===== config.mk =====
export PLATFORM = sky130hd
export DESIGN_NAME = opcode_byte_assembler
export DESIGN_NICKNAME = d
export VERILOG_FILES = /design/src/rtl/opcode_byte_assembler.sv
export SDC_FILE = /design/constraint.sdc
export NUM_CORES = 1
export LEC_CHECK = 0
export ABC_AREA = 1
export BUFFER_PORTS_ARGS = -buffer_cell sky130_fd_sc_hd__buf_2
export CAP_MARGIN = 25
export CORE_ASPECT_RATIO = 1.2
export CORE_UTILIZATION = 38
export DETAILED_ROUTE_END_ITERATION = 12
export HOLD_SLACK_MARGIN = 0.02
export SLEW_MARGIN = 0
export SYNTH_ARGS = -nofsm -noshare
export SYNTH_HDL_FRONTEND = slang
export SYNTH_SLANG_ARGS = --single-unit

===== constraint.sdc =====
create_clock -name clk -period 5.62 [get_ports clk]
set_input_delay 1.124 -clock clk [delete_from_list [all_inputs] [get_ports clk]]
set_output_delay 1.124 -clock clk [all_outputs]
set_load 0.1 [all_outputs]

===== src/rtl/opcode_byte_assembler.sv =====
// opcode_byte_assembler: packs 8-byte host link frames into
// Opcode_st words held behind a valid/ready output register.

package Opcode_p;

    typedef struct packed {
        logic [7:0]  flags;
        logic [11:0] arg4;
        logic [11:0] arg3;
        logic [11:0] arg2;
        logic [11:0] arg1;
        logic [7:0]  op;
    } Opcode_st;

endpackage

module opcode_byte_assembler
    import Opcode_p::*;
#(
    parameter int TIMEOUT_CYCLES = 1000,
    parameter int MAX_OP         = 3
) (
    input  logic       clk,
    input  logic       reset,
    input  logic [7:0] in_data,
    input  logic       in_valid,
    output logic       in_ready,
    output Opcode_st   opcode,
    output logic       out_valid,
    input  logic       out_ready,
    output logic       err_bad_op,
    output logic       err_timeout
);

    localparam int            TW       = $clog2(TIMEOUT_CYCLES + 1);
    localparam logic [TW-1:0] TMO_LIM  = TW'(TIMEOUT_CYCLES);
    localparam logic [TW-1:0] TMO_ONE  = TW'(1);
    localparam logic [7:0]    MAX_OP_B = 8'(MAX_OP);
    localparam logic [2:0]    LAST     = 3'd7;

    logic [2:0]    cnt_q, cnt_d;
    logic [55:0]   hold_q, hold_d;
    Opcode_st      opcode_q, opcode_d;
    logic          out_valid_q, out_valid_d;
    logic [TW-1:0] timer_q, timer_d;
    logic          err_bad_op_q, err_bad_op_d;
    logic          err_timeout_q, err_timeout_d;

    logic          accept;
    logic [TW-1:0] timer_inc;

    // The last byte may only land when the output slot is free or freeing.
    assign in_ready = (cnt_q != LAST) || !out_valid_q || out_ready;
    assign accept   = in_valid && in_ready;
    assign timer_inc = timer_q + TMO_ONE;

    assign opcode      = opcode_q;
    assign out_valid   = out_valid_q;
    assign err_bad_op  = err_bad_op_q;
    assign err_timeout = err_timeout_q;

    // Frame assembly, op check, output handshake and idle timeout.
    always_comb begin
        cnt_d         = cnt_q;
        hold_d        = hold_q;
        opcode_d      = opcode_q;
        out_valid_d   = out_valid_q;
        timer_d       = timer_q;
        err_bad_op_d  = 1'b0;
        err_timeout_d = 1'b0;

        if (out_valid_q && out_ready) begin
            out_valid_d = 1'b0;
        end

        if (accept) begin
            timer_d = '0;
            if (cnt_q != LAST) begin
                hold_d[{cnt_q, 3'b000} +: 8] = in_data;
                cnt_d = cnt_q + 3'd1;
            end else begin
                cnt_d = '0;
                if (hold_q[7:0] <= MAX_OP_B) begin
                    opcode_d    = Opcode_st'({in_data, hold_q});
                    out_valid_d = 1'b1;
                end else begin
                    err_bad_op_d = 1'b1;
                end
            end
        end else if (cnt_q == 3'd0) begin
            timer_d = '0;
        end else if (in_ready) begin
            if (timer_inc == TMO_LIM) begin
                cnt_d         = '0;
                timer_d       = '0;
                err_timeout_d = 1'b1;
            end else begin
                timer_d = timer_inc;
            end
        end
    end

    // State registers with synchronous reset.
    always_ff @(posedge clk) begin
        if (reset) begin
            cnt_q         <= '0;
            hold_q        <= '0;
            opcode_q      <= '0;
            out_valid_q   <= 1'b0;
            timer_q       <= '0;
            err_bad_op_q  <= 1'b0;
            err_timeout_q <= 1'b0;
        end else begin
            cnt_q         <= cnt_d;
            hold_q        <= hold_d;
            opcode_q      <= opcode_d;
            out_valid_q   <= out_valid_d;
            timer_q       <= timer_d;
            err_bad_op_q  <= err_bad_op_d;
            err_timeout_q <= err_timeout_d;
        end
    end

endmodule


# Yosys cells after proc, flatten, opt, wreduce, memory -nomap -nowiden
# Index checks and enable logic that the tools add are counted.
[word_totals] output_inout_bits=68 elab_cells=51 regBits=136 in_bits=12
[op_classes] addsub=3 magnitude_cmp=1 n_eq_ne=3 reduce_logical=14 bitwise=3 mux=13 shifts=2
[op_table] op="56-bit bitwise mux" n=1
[op_table] op="8-bit by 8-bit variable shift with 56-bit output, first input constant" n=1
[op_table] op="8-bit by 8-bit indexed part select with 56-bit output" n=1
[op_table] op="3-bit two-way mux" n=5
[op_table] op="10-bit by 1-bit adder with 10-bit output, second input constant" n=1
[op_table] op="10-bit equality test, second input constant" n=1
[op_table] op="10-bit two-way mux" n=1
[op_table] op="8-bit by 2-bit less-or-equal comparator with 1-bit output, second input constant" n=1
[op_table] op="6-bit negation with 8-bit output" n=1
[op_table] op="1-bit two-way mux" n=6
[op_table] op="3-bit AND reduction" n=2
[op_table] op="3-bit OR reduction" n=2
[op_table] op="2-bit nonzero test" n=2
[op_table] op="4-bit OR reduction" n=1
[op_table] op="3-bit by 1-bit adder with 3-bit output, second input constant" n=1
[op_table] op="3-bit zero test" n=1
[op_table] op="3-bit != test, second input constant" n=1
[op_table] op="1-bit NOT" n=3
[op_table] op="1-bit logical AND" n=2
[op_table] op="1-bit logical OR" n=2
[op_table] op="2-bit != test, second input constant" n=1
[op_table] op="2-bit AND reduction" n=1
[op_table] op="1-bit zero test" n=1

# Depth between registers and ports, before layout
# Gate-level depths: netlist (run 1).
[logic_depth] depth_word=6 depth_mapped=12 depth_no_buf=11

# Worst setup path before layout (run 1)
# No wires, ideal clock.
[synth_timing] path_kind="in2out" from="in out_ready" to="out in_ready" setup_slack_ps=2100 path_buffers=1 t_arrival_ps=2396 stages=5 path_cell_list="nor2_1 -> inv_1 -> nor2_2 -> inv_2 -> clkbuf_1"
[synth_between] elab_chain_len=1
[synth_rtl] element="start, declared" line="30" source="input logic out_ready,"
[synth_rtl] element="1-bit logical OR" line="53" source="assign in_ready = (cnt_q != LAST) || !out_valid_q || out_ready;"
[synth_rtl] element="end, declared" line="27" source="output logic in_ready,"
# Every way passes these cells.

# Worst setup path in the final report (run 1)
# Same ends and word-level chain as after synthesis.

==> impl_metrics.yaml, run 1 <==
synth:
  ys.flop_type: "dfxtp_1"
  synth-xor-area-share_pct: 0.175
  ys_ff_latch: 136
  synth_cell_type_count: 26
  synth_compound_area_share_pct: 18.8
  synth_common_cells: "136 x dfxtp_1, 132 x nor2_1, 107 x o21ai_0, 75 x a21oi_1, 61 x nand2_1"
  synthesis.area_mm2: 0.00501
  seq_area_frac_synth_pct: 54.3
  syn_nets: 647
  async_flop_share_pct: 0
  synthMuxAreaShare_pct: 0
  synthAdderAreaFrac_pct: 1.25
  syn_avg_cell_area_um2: 7.95
  synth_most_common_cell: "dfxtp_1"
  synth_top_family_by_area: "simple AND/OR/NAND/NOR gates"
  synth_top_area_share_pct: 54.3
  syn_inst: 630
  synth_edf_count: 0
  synth.area.top_cells: "dfxtp_1 54%, o21ai_0 11%, nor2_1 9.9%, a21oi_1 7.5%, nand2_1 4.6%"
  yosysWarnings: 0
  yosys.area_share.simple_pct: 19.4
  yosysTopAreaCell: "dfxtp_1"
timing:
  tightest_slew_ns: 0.899
  setup_violations: 0
  slew_violations: 0
  rsz0062_at_grt: "false"
  fmax_ghz: 0.307
  max_slew_margin_pct: 39.9
  setup_ws_ns: 2.36
  min_period_over_period_pct: 58.0
  hold_violations: 0
  finalHoldWorstSlack_ns: 0.442
  setup_tns_ns: 0
  skew_ns: 0.0102
  period_minus_slack_ns: 3.26
global_routing:
  grt_use_total_pct: 18.3
  grt_max_degree: 84
  grt-ovfl-total: 0
  grt_first_pass_wirelength_um: 19500
  grt_pass1_vias: 4028
  antenna_found_initial: 0
die:
  start_util_pct: 39.2
  die_y_um: 128
  rows: 45
  die_w_um: 107
  core_area_mm2: 0.0128
  die-area_mm2: 0.0136
  io_pins: 80
place:
  dp_slack_ns: 2.34
  dp_hpwl_um: 7630
  io_buffer_count: 79
  gp_congestion: 0.783
setup_path:
  crit_family: "buffers and inverters"
  worst-path-max-fanout: 15
  worst-path-buf-inv: 4
  worstReg2RegStart: "cnt_q[0]"
  critPathKind: "input pin to output pin"
  worstPathCellList: "buf_2 -> nor2_1 -> inv_1 -> nor2_2 -> inv_2 -> buf_2"
  worstSetupStartpointType: "input pin"
  rrSetupSlack_ns: 3.14
  cp_common_cell: "buf_2"
  required_ns: 4.50
  cp_slowest_stage_delay_ns: 0.33
  crit_slowest_cell: "buf_2"
  r2r.worst_path.cells: 10
  worstPathArrival_ns: 2.13
  endpoint_kind: "output pin"
  r2r_end: "opcode[44]"
power_and_ir_drop:
  p_leak_nw: 2.83
  ir_worst_vdd_mv: 0.165
  p_per_area_mw_per_mm2: 365
clock_network:
  clk_path_buf_depth: 2
  postCtsResizedCells: 0
  postCtsSetupRepairBufs: 0
  htreeDepth: 4
  cts.sinks: 136
  clockRootBuffer: "clkbuf_16"
  clk_pin_slew_worst_paths_ns: 0.06
  cts_buffers: 17
  cts_tree: "done"
  worst_skew_pair.late_latency_ns: 0.42
  cts_hold_buf: 0
route:
  vias_per_cell: 4.87
  drt_pass1_iterations: 5
  wl_per_cell_um: 13.6
  antenna_left: 0
  first_iter_violations: 188
  vias: 4270
  wl_um: 11900
  drc: 0
worst_hold_path:
  hp-class: "flip-flop to flip-flop"
  hp-start: "opcode[4]"
  holdPathStages: 2
  hold_end: "opcode[4]"
outcome:
  status: "completed"
final_layout:
  fillers: 1247
  area_growth_pct: 21.8
  antenna_cells: 0
  finalNetCount: 716
  layout-drive-gt1-share_pct: 19.1
run:
  maxCapViolCount: 0
## worst max-delay path by stage
stage               cells past startpoint  startpoint  slack, ns       end
floorplan                               5   out_ready       2.10  in_ready
global placement                        6   out_ready       2.37  in_ready
detailed placement                      6   out_ready       2.34  in_ready
CTS                                     6   out_ready       2.36  in_ready
global route                            6   out_ready       2.28  in_ready
finish                                  6   out_ready       2.36  in_ready
## worst reg2reg max path: stages (launching register included)
cell     delay, ns
dfxtp_1       0.44
ha_1          0.19
ha_1          0.17
inv_2         0.08
nor2_2        0.26
inv_2         0.19
nand2_4       0.14
nor3_4        0.05
inv_2         0.65
nor2_1        0.13
nor2_1        0.12
## sequential cells by signal, summed over array words and instances (netlist names)
name         cells
opcode          64
hold_q          56
timer_q         10
cnt_q            3
err_bad_op       1
err_timeout      1
out_valid        1
## area by class of cell
| type | instances | area [um^2] | area share (%) |
|---|---|---|---|
| Clock buffer | 18 | 439 | 7.20 |
| Clock inverter | 14 | 186 | 3.06 |
| Inverter | 40 | 150 | 2.46 |
| Multi-Input combinational cell | 423 | 1990 | 32.6 |
| Sequential cell | 136 | 2720 | 44.6 |
| Tap cell | 164 | 205 | 3.36 |
| Timing Repair Buffer | 81 | 410 | 6.73 |
## power by group
| group | switching [mW] | internal [mW] | leakage (nW) |
|---|---|---|---|
| Combinational | 0.0569 | 0.0201 | 1.43 |
| Clock | 0.445 | 0.723 | 0.306 |
| Sequential | 0.00671 | 0.975 | 1.10 |
| Total | 0.509 | 1.72 | 2.83 |
## cells by family after synthesis
kind of cell | Yosys count
AO/OA/AOI/OAI | 188
XOR/XNOR | 1
adder cells (fa/ha/maj) | 5
buffers and inverters | 71
flip-flops | 136
AND/OR/NAND/NOR | 229
## layout by cell type (no fill, tap or decap), drive strengths merged
cell type	n
clkinvlp	1
nand3	20
inv	47
nor3	8
nor2	136
o21ai	112
a211oi	1
clkinv	3
clkbuf	18
dfxtp	136
nor4	1
a21oi	75
buf	81
ha	5
bufinv	3
nand2	63
xor2	1
nand4	1
## metrics by stage
step                total power [mW]  utilization [%]  instances  instance area, um^2
finish                          2.23             47.7        876                 6100
global route                    2.30             47.7        876                 6100
CTS                             2.25             47.7        876                 6100
detailed placement              1.08             42.8        844                 5480
global placement                1.08             42.8        844                 5480
floorplan                       1.06                -        630                 5010
## routing by layer
metal	GRT usage (%)	vias up	part of all wire (%)
li1	-	2223	-
met1	23.1	1951	48
met2	29.4	79	47
met3	4.52	17	3.8
met4	8.22	0	1.7
met5	0	-	0
No activity file was read; power rests on OpenSTA's default activity.
==> run 2: changes to the inputs <==
- clock period: 5.62 -> 3 ns (I/O delays scaled with it)
==> impl_metrics.yaml, run 2 (synthesis gave the netlist of run 1 again) <==
outcome:
  status: "completed"
route:
  first_iter_violations: 191
  antenna_left: 0
  drc: 0
  drt_pass1_iterations: 7
  wl_um: 11900
  wl_per_cell_um: 13.5
  vias_per_cell: 4.93
  vias: 4322
clock_network:
  worst_skew_pair.late_latency_ns: 0.42
  cts_tree: "done"
  clockRootBuffer: "clkbuf_16"
  postCtsSetupRepairBufs: 0
  htreeDepth: 4
  cts_buffers: 17
  cts_hold_buf: 0
  cts.sinks: 136
  clk_path_buf_depth: 2
  postCtsResizedCells: 0
  clk_pin_slew_worst_paths_ns: 0.06
final_layout:
  multi_input_area_mm2: 0.00199
  finalNetCount: 716
  regArea_mm2: 0.00272
  final_cell_mix: "136 x dfxtp_1, 132 x nor2_1, 107 x o21ai_0"
  finalNonFillerCells: 876
  final_common_cell: "dfxtp_1"
  area_growth_pct: 21.6
  fillers: 1245
  largest_reg_flops: 64
  antenna_cells: 0
  layout-drive-gt1-share_pct: 19.1
power_and_ir_drop:
  pwr-share-clk_pct: 51.5
  ir_worst_vdd_mv: 0.313
  p_sw_share_pct: 23.5
  p_comb_share_pct: 3.6
  p_leak_nw: 2.81
  pwr-share-seq_pct: 44.9
  p_per_area_mw_per_mm2: 672
  switching_power_mw: 0.962
  intPower_mw: 3.13
place:
  place_inst: 844
  gp_congestion: 0.853
  dp_hpwl_um: 7640
  io_buffer_count: 79
setup_path:
  crit_slowest_cell: "buf_2"
  required_ns: 2.40
  worstPathArrival_ns: 2.11
  worstSetupStartpointType: "flip-flop"
  worstPathCellList: "ha_1 -> ha_1 -> inv_2 -> nor2_2 -> inv_2 -> buf_2"
  cp_slowest_stage_delay_ns: 0.48
  r2r.worst_path.cells: 10
  endpoint_kind: "output pin"
  worst-path-max-fanout: 15
  critPathKind: "flip-flop to output pin"
die:
  start_util_pct: 39.2
  io_pins: 80
  rows: 45
  die-area_mm2: 0.0136
  die_w_um: 107
  die_y_um: 128
  core_area_mm2: 0.0128
timing:
  rsz0062_at_grt: "false"
  period_minus_slack_ns: 2.71
  setup_tns_ns: 0
  max_slew_margin_pct: 38.8
  min_period_over_period_pct: 90.3
  skew_ns: 0.00874
  slew_violations: 0
  setup_violations: 0
  fmax_ghz: 0.369
  tightest_slew_ns: 0.918
  hold_violations: 0
global_routing:
  grt_max_degree: 78
  grt-ovfl-total: 0
  grt_pass1_vias: 3982
  grt_first_pass_wirelength_um: 19700
  antenna_found_initial: 0
  grt_use_total_pct: 18.5
worst_hold_path:
  hp-class: "flip-flop to flip-flop"
  holdPathStages: 2
run:
  maxCapViolCount: 0
-- run 2: layout make-up --
type / instances / area share, %
timing repair buffer: 81 / 6.94
tap: 164 / 3.37
multi-input combinational: 423 / 32.6
clock buffer: 18 / 7.21
clock inverter: 14 / 2.65
sequential: 136 / 44.7
inverter: 40 / 2.47
-- run 2: power by group through the flow --
stage          Clock [mW]  Combinational (mW)  Sequential (mW)
2_1_floorplan           0               0.103             1.88
3_3_place_gp            0               0.144             1.88
3_5_place_dp            0               0.148             1.88
4_1_cts              2.15               0.149             1.84
5_1_grt              2.24               0.164             1.84
6_report             2.11               0.148             1.84
-- run 2: stage by stage --
stage | utilization, % | total power [mW] | area, um^2 | worst slack (ns) | hold slack [ns]
CTS | 47.6 | 4.13 | 6090 | 0.275 | 0.441
floorplan | - | 1.98 | 5010 | 0.349 | 0.441
detailed placement | 42.9 | 2.03 | 5490 | 0.491 | 0.432
finish | 47.6 | 4.09 | 6090 | 0.290 | 0.439
global route | 47.6 | 4.24 | 6090 | 0.198 | 0.470
global placement | 42.9 | 2.02 | 5490 | 0.543 | 0.428
-- run 2: path summary, 6_finish.rpt --
check,to,from,slack [ns]
worst max-delay path,in_ready,cnt_q[0],0.29
worst min register to register,opcode[6],opcode[6],0.44
worst min-delay path,opcode[6],opcode[6],0.44
worst max register to register,opcode[25],cnt_q[0],0.50
-- run 2: routing by layer --
layer  wire length (um)  vias to the layer above  GRT usage (%)
met3                517                       15           4.83
met2               5630                       98           30.1
met4                208                        0           7.57
met5                  0                        -              0
li1                   -                     2213              -
met1               5500                     1996           23.1
-- run 2: critical path, delay by kind of cell (launching register included) --
family	cells	cell delay, ns
adders and majority gates	2	0.43
buffers and inverters	3	0.81
DFF	1	0.37
and+or+nand+nor	1	0.09
